**config.mk**
```make
export PLATFORM = sky130hd
export DESIGN_NAME = mig2stream
export DESIGN_NICKNAME = d
export VERILOG_FILES = /design/src/rtl/mig2stream.sv
export SDC_FILE = /design/constraint.sdc
export NUM_CORES = 1
export LEC_CHECK = 0
export BUFFER_PORTS_ARGS = -buffer_cell sky130_fd_sc_hd__buf_2
export CAP_MARGIN = 15
export CORE_MARGIN = 1
export CORE_UTILIZATION = 45
export DETAILED_ROUTE_END_ITERATION = 7
export PLACE_DENSITY = 0.8
export SKIP_LAST_GASP = 1
export SLEW_MARGIN = 10
export SYNTH_ARGS = -nofsm -noshare
export SYNTH_HDL_FRONTEND = slang
export SYNTH_SLANG_ARGS = --single-unit
```
**constraint.sdc**
```tcl
create_clock -name clk -period 4.7 [get_ports clk]
set_clock_uncertainty 0.2 [all_clocks]
set_input_delay 0.94 -clock clk [delete_from_list [all_inputs] [get_ports clk]]
set_output_delay 0.94 -clock clk [all_outputs]
set_load 0.01 [all_outputs]
```
**src/rtl/mig2stream.sv**
```systemverilog
// mig2stream: reads a linear frame of packed 16-bit pixels from a MIG read
// port and replays it as a typed pixel stream framed by FRAME_START and
// FRAME_END markers.
// Optional feature macro: MIG2STREAM_ROW_MARKERS_EN adds ROW_START/ROW_END
// markers around every num_cols-pixel row.

`ifndef DTYPE_WIDTH
`define DTYPE_WIDTH 3
`endif
`ifndef DTYPE_FRAME_START
`define DTYPE_FRAME_START 3'd1
`endif
`ifndef DTYPE_FRAME_END
`define DTYPE_FRAME_END 3'd2
`endif
`ifndef DTYPE_PIXEL
`define DTYPE_PIXEL 3'd3
`endif
`ifndef DTYPE_ROW_START
`define DTYPE_ROW_START 3'd4
`endif
`ifndef DTYPE_ROW_END
`define DTYPE_ROW_END 3'd5
`endif

module mig2stream #(
    parameter int ADDR_WIDTH      = 30,
    parameter int MAX_OUTSTANDING = 32
) (
    input  logic                    clk,
    input  logic                    resetb,
    input  logic                    enable,
    input  logic                    start,
    input  logic [ADDR_WIDTH-1:0]   base_addr,
    input  logic [23:0]             num_pixels,
    input  logic [15:0]             num_cols,
    output logic                    pR_cmd_en,
    output logic [2:0]              pR_cmd_instr,
    output logic [5:0]              pR_cmd_bl,
    output logic [ADDR_WIDTH-1:0]   pR_cmd_byte_addr,
    input  logic                    pR_cmd_full,
    output logic                    pR_rd_en,
    input  logic [31:0]             pR_rd_data,
    input  logic                    pR_rd_empty,
    output logic                    dvo,
    output logic [`DTYPE_WIDTH-1:0] dtypeo,
    output logic [15:0]             datao,
    output logic                    busy,
    output logic                    done
);

    localparam int OW = $clog2(MAX_OUTSTANDING + 1);

    typedef enum logic [2:0] {IDLE, SOF, STREAM, EOF, FLUSH} state_t;

    state_t                state;
    state_t                abort_state;
    logic [ADDR_WIDTH-1:0] next_addr;
    logic [23:0]           words_left;
    logic [23:0]           pix_left;
    logic [24:0]           words_init;
    logic [OW-1:0]         outstanding;
    logic [OW-1:0]         outstanding_nxt;
    logic                  half;
    logic [4:0]            burst;
    logic                  credit_ok;
    logic                  cmd_go;
    logic                  pix_go;
    logic                  mark;
    logic [15:0]           pix_half;

`ifdef MIG2STREAM_ROW_MARKERS_EN
    logic [15:0] cols_r;
    logic [15:0] row_cnt;
    logic        in_row;
    logic        markers_on;
    logic        mark_rs;
    logic        mark_re;
`else
    logic unused_cols;
    assign unused_cols = ^num_cols;
`endif

    assign pR_cmd_instr = 3'd1;

    // Command credit, marker priority, pixel/pop decisions and counter update.
    always_comb begin
        burst       = (words_left >= 24'd16) ? 5'd16 : words_left[4:0];
        credit_ok   = (32'(outstanding) + 32'(burst)) <= 32'(MAX_OUTSTANDING);
        words_init  = {1'b0, num_pixels} + 25'd1;
`ifdef MIG2STREAM_ROW_MARKERS_EN
        markers_on  = (cols_r != 16'd0);
        mark_rs     = markers_on && !in_row && (pix_left != 24'd0);
        mark_re     = markers_on && in_row && ((row_cnt == cols_r) || (pix_left == 24'd0));
        mark        = mark_rs || mark_re;
`else
        mark        = 1'b0;
`endif
        cmd_go      = (state == STREAM) && enable && (words_left != 24'd0) &&
                      !pR_cmd_full && !pR_cmd_en && credit_ok;
        pix_go      = (state == STREAM) && enable && !mark &&
                      (pix_left != 24'd0) && !pR_rd_empty;
        // The high half pops the word; an odd frame's last low half also pops
        // it so the unused high half is discarded in the same cycle.
        pR_rd_en    = (pix_go && (half || (pix_left == 24'd1))) ||
                      ((state == FLUSH) && !pR_rd_empty);
        pix_half    = half ? pR_rd_data[31:16] : pR_rd_data[15:0];
        outstanding_nxt = outstanding;
        if (cmd_go)
            outstanding_nxt = outstanding_nxt + OW'(burst);
        if (pR_rd_en && (outstanding != '0))
            outstanding_nxt = outstanding_nxt - OW'(1);
        abort_state = (outstanding != '0) ? FLUSH : IDLE;
    end

    // Frame sequencer with registered command and stream outputs.
    always_ff @(posedge clk) begin
        if (!resetb) begin
            state            <= IDLE;
            next_addr        <= '0;
            words_left       <= '0;
            pix_left         <= '0;
            outstanding      <= '0;
            half             <= 1'b0;
            pR_cmd_en        <= 1'b0;
            pR_cmd_bl        <= '0;
            pR_cmd_byte_addr <= '0;
            dvo              <= 1'b0;
            dtypeo           <= '0;
            datao            <= '0;
            busy             <= 1'b0;
            done             <= 1'b0;
`ifdef MIG2STREAM_ROW_MARKERS_EN
            cols_r           <= '0;
            row_cnt          <= '0;
            in_row           <= 1'b0;
`endif
        end else begin
            dvo         <= 1'b0;
            done        <= 1'b0;
            pR_cmd_en   <= 1'b0;
            outstanding <= outstanding_nxt;

            if (cmd_go) begin
                pR_cmd_en        <= 1'b1;
                pR_cmd_bl        <= {1'b0, burst - 5'd1};
                pR_cmd_byte_addr <= next_addr;
                next_addr        <= next_addr + ADDR_WIDTH'(64);
                words_left       <= words_left - {19'd0, burst};
            end

            case (state)
                IDLE: begin
                    if (start && enable) begin
                        next_addr  <= {base_addr[ADDR_WIDTH-1:6], 6'b0};
                        words_left <= words_init[24:1];
                        pix_left   <= num_pixels;
                        half       <= 1'b0;
                        busy       <= 1'b1;
`ifdef MIG2STREAM_ROW_MARKERS_EN
                        cols_r     <= num_cols;
                        row_cnt    <= '0;
                        in_row     <= 1'b0;
`endif
                        state      <= SOF;
                    end
                end
                SOF: begin
                    if (!enable) begin
                        state <= abort_state;
                        busy  <= (abort_state == FLUSH);
                    end else begin
                        dvo    <= 1'b1;
                        dtypeo <= `DTYPE_FRAME_START;
                        datao  <= '0;
                        state  <= (pix_left == 24'd0) ? EOF : STREAM;
                    end
                end
                STREAM: begin
                    if (!enable) begin
                        state <= abort_state;
                        busy  <= (abort_state == FLUSH);
                    end
`ifdef MIG2STREAM_ROW_MARKERS_EN
                    else if (mark_rs) begin
                        dvo    <= 1'b1;
                        dtypeo <= `DTYPE_ROW_START;
                        datao  <= '0;
                        in_row <= 1'b1;
                    end else if (mark_re) begin
                        dvo     <= 1'b1;
                        dtypeo  <= `DTYPE_ROW_END;
                        datao   <= '0;
                        in_row  <= 1'b0;
                        row_cnt <= '0;
                        if (pix_left == 24'd0)
                            state <= EOF;
                    end
`endif
                    else if (pix_go) begin
                        dvo      <= 1'b1;
                        dtypeo   <= `DTYPE_PIXEL;
                        datao    <= pix_half;
                        half     <= ~half;
                        pix_left <= pix_left - 24'd1;
`ifdef MIG2STREAM_ROW_MARKERS_EN
                        row_cnt  <= row_cnt + 16'd1;
                        if ((pix_left == 24'd1) && !markers_on)
                            state <= EOF;
`else
                        if (pix_left == 24'd1)
                            state <= EOF;
`endif
                    end
                end
                EOF: begin
                    if (!enable) begin
                        state <= abort_state;
                        busy  <= (abort_state == FLUSH);
                    end else begin
                        dvo    <= 1'b1;
                        dtypeo <= `DTYPE_FRAME_END;
                        datao  <= '0;
                        done   <= 1'b1;
                        busy   <= 1'b0;
                        state  <= IDLE;
                    end
                end
                FLUSH: begin
                    if (outstanding == '0) begin
                        busy  <= 1'b0;
                        state <= IDLE;
                    end
                end
                default: state <= IDLE;
            endcase
        end
    end

endmodule

```
==> qor.log, run 1 <==
INFO  status         run_status=complete, no violations
INFO  pwr            clkPwrFrac=0.470
INFO  yosys          synth_area_per_cell=7.70um^2
INFO  placement      routabilityCongestion=0.910
INFO  floorplanning  io_pins=171
INFO  pwr            power.sequential.fraction=0.403
INFO  routing        drt-wirelength-per-cell=15.1um
INFO  yosys          synth.top_cell.area_share=0.357
INFO  global_route   first_global_vias=6,598
INFO  clock_network  cts_max_path_buffers=2
INFO  clock_network  cts_root_buffer=clkbuf_16
INFO  timing         timing_worst_slew_pin_value=1.01ns
INFO  yosys          synth_area_leaders=dfxtp_1, a21oi_1, nand2_1
INFO  floorplanning  design.core.area=16,100um^2
INFO  placement      placement.setup.worst_slack=-0.0682ns
INFO  worst_setup_path timing.critical_path.required=4.81ns
INFO  routing        drcViolationCount=0
INFO  yosys          yosys_cell_types=75
INFO  placement      detailed_place_hpwl=13,500um
INFO  global_route   grt_overflow=0
INFO  clock_network  cts.hold.buffers_added=0
INFO  global_route   grt_antenna_before_repair=0
INFO  pwr            comb_power_share=0.127
INFO  global_route   grt_pass1_wl=31,900um
INFO  floorplanning  core.rowCount=46
INFO  worst_setup_path start_kind=register
INFO  finish         fillerInstances=1,439
INFO  job            timing.max_cap.violations=0
INFO  finish         final-seq-area=2660um^2
INFO  routing        routed-via-count=7,437
INFO  finish         area.growth.synth_to_final=21.5%
INFO  pwr            cell_internal_pwr=2.24mW
INFO  clock_network  clk_pin_slew=0.06ns
INFO  finish         mostFrequentLayoutCell=buf_2
INFO  worst_setup_path worstSetupPathType=register to register
INFO  routing        drtIter0Drc=462
INFO  routing        route.antenna.remaining_nets=0
INFO  yosys          main_flop_type_after_synthesis=dfxtp_1
INFO  yosys          ys_seq_elements=133
INFO  floorplanning  start_util=0.465
INFO  pwr            pwr_density_cell=338nW/um^2
INFO  timing         post-route-min-period=4.52ns
INFO  floorplanning  floorplan.die.width=131um
INFO  clock_network  cts_buffers=17
INFO  timing         slew_viol_final=0
INFO  clock_network  clkLatencyLatePin=0.42ns
INFO  floorplanning  dieArea=17,100um^2
INFO  clock_network  cts_max_level=4
INFO  min_path       holdCritPathClass=register to register
INFO  finish         final_cells=1,316
INFO  pwr            power_switching=0.820mW
INFO  global_route   grt_max_degree=81
INFO  pwr            leakagePower=3.52nW
INFO  placement      dp.cells=1,282
INFO  yosys          synth.yosys.warnings=0
INFO  timing         finalSetupViolCount=0
INFO  global_route   grtUsageTotal=0.234
INFO  timing         grt_setup_unrepaired=true
INFO  clock_network  cts.sink_count=133
INFO  yosys          synth_sequential_area_ratio=0.357
INFO  timing         slew_headroom=0.328
INFO  yosys          synthesized_instance_count=970
INFO  routing        dr.pass1.iters=5
INFO  yosys          synth_area=7460um^2
INFO  finish         finish.net_count=1,208
INFO  placement      io_buf_count=137
INFO  pwr            swShare=0.268
INFO  worst_setup_path timing.critical_path.arrival=4.64ns
INFO  timing         max_freq=0.221GHz
INFO  finish         final_cell_mix=buf_2, dfxtp_1, nand2_1, a21oi_1, nor2_1
INFO  yosys          postSynth.asyncResetShare=0
INFO  worst_setup_path critical_path_endpoint_category=register
INFO  routing        drt-total-wl=19,900um
INFO  timing         fin_crit_sh=0.963
INFO  timing         hold_violations=0
INFO  yosys          synthDominantAreaCellType=dfxtp_1
INFO  finish         post_route_cells_drive_above_1_share=0.208
INFO  floorplanning  floorplan.die.height=131um
INFO  yosys          synth_enable_flop_cells=0
INFO  worst_setup_path critPathMaxFanout=9
INFO  finish         n_antenna_cell=0
INFO  clock_network  cts_tree=built
INFO  routing        avgViaCountPerCell=5.65
INFO  pwr            vdd_drop_max=0.254mV
INFO  finish         multi_input_comb_area=4530um^2
INFO  timing         worst_slack=0.175ns
==> timing repair <==
action | CTS | global route
buffers inserted | 0 | 2
pin swaps | 0 | 2
setup endpoints to repair | 8 | 36
endpoints found under the hold margin | 0 | 0
gates resized for setup | 3 | 13
==> flip-flops by register name, indices dropped and copies added, names as in the netlist <==
| name | cells |
|---|---|
| busy | 1 |
| pR_cmd_byte_addr | 24 |
| half | 1 |
| pR_cmd_en | 1 |
| next_addr | 24 |
| state | 3 |
| done | 1 |
| words_left | 24 |
| dvo | 1 |
| datao | 16 |
| pix_left | 24 |
| dtypeo | 2 |
| outstanding | 6 |
| pR_cmd_bl | 5 |
==> path summary, 6_finish.rpt <==
check / start / end / slack (ns) / cells past startpoint
worst max-delay path: words_left[5] / outstanding[4] / 0.18 / 17
worst min-delay path: pR_cmd_byte_addr[10] / pR_cmd_byte_addr[10] / 0.25 / 2
worst max register to register: words_left[5] / outstanding[4] / 0.18 / 17
worst min register to register: pR_cmd_byte_addr[10] / pR_cmd_byte_addr[10] / 0.25 / 2
==> metrics by stage <==
stage / setup TNS [ns] / instance area (um^2) / hold WS (ns) / util / total power, mW
2_1_floorplan: 0 / 7510 / 0.244 / - / 1.51
3_3_place_gp: 0 / 8330 / 0.239 / 0.519 / 1.62
3_5_place_dp: -0.260 / 8330 / 0.244 / 0.519 / 1.63
4_1_cts: 0 / 8990 / 0.252 / 0.560 / 3.08
5_1_grt: -0.349 / 9070 / 0.271 / 0.565 / 3.20
6_report: 0 / 9070 / 0.250 / 0.565 / 3.06
==> cells by family (layout without fill, tap and decap cells) <==
group,after synthesis,count (layout),share of synthesized area
and+or+nand+nor,383,383,0.248
AOI/OAI and AO/OA,262,262,0.212
DFF,133,133,0.357
buffers and inverters,91,211,0.0543
xor gates and xnor gates,64,64,0.0751
muxes,21,21,0.0288
adders and majority gates,14,14,0.0241
other,2,12,0.00101
==> Yosys cell counts, types with 19 or more instances <==
master,count
a211oi_1,19
xor2_1,27
dfxtp_1,133
xnor2_1,37
mux2i_1,19
o21ai_0,69
clkbuf_1,49
nor2_1,98
nand3_1,33
nand2_1,107
nor4_1,19
nor3_1,41
a21oi_1,105
==> routing by layer <==
layer  vias to the layer above  share of wire  GRT usage
li1                       3688              -          -
met5                         -              0          0
met2                       295           0.47      0.385
met3                        23          0.066     0.0521
met4                         0          0.014     0.0656
met1                      3431           0.45      0.308
==> power by group through the flow <==
stage	registers, mW	logic, mW	clock network, mW
5_1_grt	1.24	0.433	1.53
6_report	1.23	0.389	1.44
2_1_floorplan	1.24	0.265	0
4_1_cts	1.23	0.377	1.47
3_5_place_dp	1.25	0.371	0
3_3_place_gp	1.25	0.364	0
==> critical path, cell delays in order (launching register included) <==
cell and delay (ns):
dfxtp_1 0.36, or4_4 0.55, or4_4 0.46, nor3_4 0.30
buf_6 0.18, inv_1 0.07, ha_1 0.32, inv_1 0.07
or4_1 0.54, nand4_1 0.21, o31a_1 0.27, nor2_4 0.07
mux2i_2 0.21, ha_1 0.20, nand2_2 0.08, a21oi_2 0.12
xor2_1 0.15, nor2_1 0.05
==> area by class of cell <==
type | count | area share
multi-input cells | 756 | 0.499
flip-flops and latches | 133 | 0.294
clock inverters | 13 | 0.0217
repair buffers | 162 | 0.0995
inverters | 17 | 0.00704
clock buffers | 19 | 0.0489
well taps | 216 | 0.0298
(Power assumes the default switching activity.)
==> run 2, diff against run 1 <==
Settings changed: CORE_UTILIZATION 45 to 30, CTS_CLUSTER_SIZE set to 25, PLACE_DENSITY 0.8 to 0.6.
==> qor.log, run 2 (synthesized netlist as in run 1, its figures left out) <==
INFO  status         run_status=complete, no violations
INFO  timing         slew_viol_final=0 [unchanged]
INFO  timing         worst_hold_slack=0.250ns [-0.000597 ns]
INFO  clock_network  cts_max_level=4 [unchanged]
INFO  worst_setup_path crit_path_max_incr_delay=0.53ns [-0.02 ns]
INFO  worst_setup_path worstSetupPathType=register to register
INFO  global_route   grt_pass1_wl=33,900um [+6.2%]
INFO  floorplanning  dieArea=25,500um^2 [+49%]
INFO  finish         final_cell_mix=buf_2, dfxtp_1, nand2_1, a21oi_1, nor2_1
INFO  timing         hold_violations=0 [unchanged]
INFO  routing        routed-via-count=7,274 [-2.2%]
INFO  global_route   grt_max_degree=82 [+1.2%]
INFO  timing         post-route-min-period=4.46ns [-0.0641 ns]
INFO  pwr            vdd_drop_max=0.194mV [-24%]
INFO  floorplanning  io_pins=171 [unchanged]
INFO  worst_setup_path sequence_of_cells_on_the_critical_path=or4_1 > or4_1 > nor3_2 > buf_6 > and2_1 > ha_1 > nand3_1 > a21oi_2 > buf_4 > o21a_1 > a211o_1 > buf_4 > or4_1 > a21oi_2 > xor2_1 > nor2_1
INFO  min_path       holdCritPathClass=register to register
INFO  routing        drcViolationCount=0 [unchanged]
INFO  worst_setup_path start_kind=register
INFO  routing        drt-wirelength-per-cell=14.5um [-3.9%]
INFO  routing        avgViaCountPerCell=5.10 [-9.7%]
INFO  timing         final_total_negative_setup_slack=0ns [unchanged]
INFO  worst_setup_path critPathMaxFanout=13 [+4]
INFO  placement      routabilityCongestion=0.846 [-7.0%]
INFO  clock_network  cts_max_path_buffers=2 [unchanged]
INFO  global_route   grt_overflow=0 [unchanged]
INFO  finish         multi_input_comb_area=4510um^2 [-0.47%]
INFO  worst_setup_path most_common_cell_on_crit_path=or4_1
INFO  worst_setup_path crit_buf_inv=3 [unchanged]
INFO  finish         finish.net_count=1,209 [+0.083%]
INFO  routing        route.met2.wl=9430um [+0.74%]
INFO  job            timing.max_cap.violations=0 [unchanged]
INFO  routing        drtIter0Drc=435 [-5.8%]
INFO  finish         post_route_cells_drive_above_1_share=0.205 [-0.00273]
INFO  clock_network  cts_tree=built
INFO  worst_setup_path critical_path_endpoint_category=register
INFO  timing         fin_crit_sh=0.949 [-0.0136]
INFO  clock_network  cts_root_buffer=clkbuf_16
INFO  routing        wl_met1=10,000um [+12%]
INFO  clock_network  cts_buffers=17 [unchanged]
INFO  pwr            pwr_density_cell=323nW/um^2 [-4.5%]
INFO  timing         max_freq=0.224GHz [+1.4%]
INFO  placement      dp.cells=1,392 [+8.6%]
INFO  timing         finalSetupViolCount=0 [unchanged]
INFO  worst_setup_path critPathTopFamily=simple AND/OR/NAND/NOR gates
INFO  worst_setup_path timing.critical_path.arrival=4.56ns [-0.08 ns]
INFO  global_route   first_global_vias=6,556 [-0.64%]
INFO  placement      detailed_place_hpwl=14,300um [+6.0%]
INFO  placement      io_buf_count=137 [unchanged]
INFO  global_route   grtUsageTotal=0.163 [-0.0717]
INFO  timing         slew_headroom=0.395 [+0.0674]
INFO  pwr            leakagePower=3.50nW [-0.60%]
INFO  clock_network  clk_pin_slew=0.06ns [about the same]
INFO  finish         postLayoutCoreUtil=0.375 [-0.190]
INFO  routing        highest-signal-layer=met4
INFO  routing        drt-total-wl=20,700um [+4.0%]
INFO  timing         timing_worst_slew_pin_value=0.899ns [-0.109 ns]
INFO  floorplanning  design.core.area=24,400um^2 [+52%]
INFO  finish         area.growth.synth_to_final=22.5%
INFO  pwr            report.power.total=2.95mW [-3.7%]
INFO  finish         final_cells=1,425 [+8.3%]
INFO  floorplanning  floorplan.die.height=160um [+22%]
INFO  global_route   grt_antenna_before_repair=1 [+1]
INFO  finish         fillerInstances=2,578 [+79%]
INFO  worst_setup_path cp_slowest_cell=or4_1
INFO  routing        dr.pass1.iters=5 [unchanged]
INFO  floorplanning  floorplan.die.width=160um [+22%]
INFO  floorplanning  start_util=0.306 [-0.159]
INFO  floorplanning  core.rowCount=57 [+24%]
INFO  routing        route.antenna.remaining_nets=0 [unchanged]
INFO  routing        met3RoutedLength=956um [-27%]
INFO  finish         final-seq-area=2660um^2 [unchanged]
INFO  finish         mostFrequentLayoutCell=buf_2
INFO  clock_network  cts.sink_count=133 [unchanged]
INFO  worst_setup_path timing.critical_path.required=4.80ns [about the same]
INFO  clock_network  clkLatencyLatePin=0.42ns [about the same]
run 2: final timing paths:
kind         slack (ns)  depth (start not counted)                   end            startpoint
min                0.25                          2  pR_cmd_byte_addr[19]  pR_cmd_byte_addr[19]
max                0.24                         16        outstanding[4]         words_left[5]
min reg2reg        0.25                          2  pR_cmd_byte_addr[19]  pR_cmd_byte_addr[19]
max reg2reg        0.24                         16        outstanding[4]         words_left[5]
run 2: per-layer routing:
| layer | track usage | vias to the layer above |
|---|---|---|
| met1 | 0.221 | 3365 |
| met5 | 0 | - |
| met2 | 0.257 | 204 |
| met4 | 0.0463 | 0 |
| met3 | 0.0358 | 20 |
| li1 | - | 3685 |
run 2: worst reg2reg max path, delay by kind of cell (launching register included):
kind | cells | cell delay, ns
and+or+nand+nor | 7 | 2.06
AOI/OAI and AO/OA | 4 | 0.79
buffers and inverters | 3 | 0.51
DFF | 1 | 0.35
adders and majority gates | 1 | 0.30
xor gates and xnor gates | 1 | 0.15
run 2: layout make-up:
| cell class | count | share of cell area |
|---|---|---|
| timing repair buffer | 163 | 0.0999 |
| antenna | 1 | 0.000274 |
| sequential | 133 | 0.291 |
| multi-input combinational | 756 | 0.493 |
| inverter | 17 | 0.00698 |
| clock buffer | 18 | 0.0469 |
| tap | 324 | 0.0443 |
| clock inverter | 13 | 0.0172 |
run 2: through the flow:
| stage | cell area (um^2) | setup slack (ns) |
|---|---|---|
| finish | 9140 | 0.239 |
| global route | 9140 | -0.0323 |
| CTS | 9070 | 0.00895 |
| detailed placement | 8480 | 0.0389 |
| global placement | 8480 | 0.0645 |
| floorplan | 7510 | 0.0328 |
run 2: what timing repair did:
item                       in CTS  in global routing
gates resized for setup         1                 13
hold buffers                    0                  0
setup endpoints to repair       1                 42
setup buffers                   0                  1
pin swaps                       0                  1
run 2: power by group:
part / switching, mW / leakage, nW / internal [mW]
Combinational: 0.233 / 2.13 / 0.152
Sequential: 0.0534 / 1.08 / 1.18
Clock: 0.503 / 0.290 / 0.829
Total: 0.789 / 3.50 / 2.16
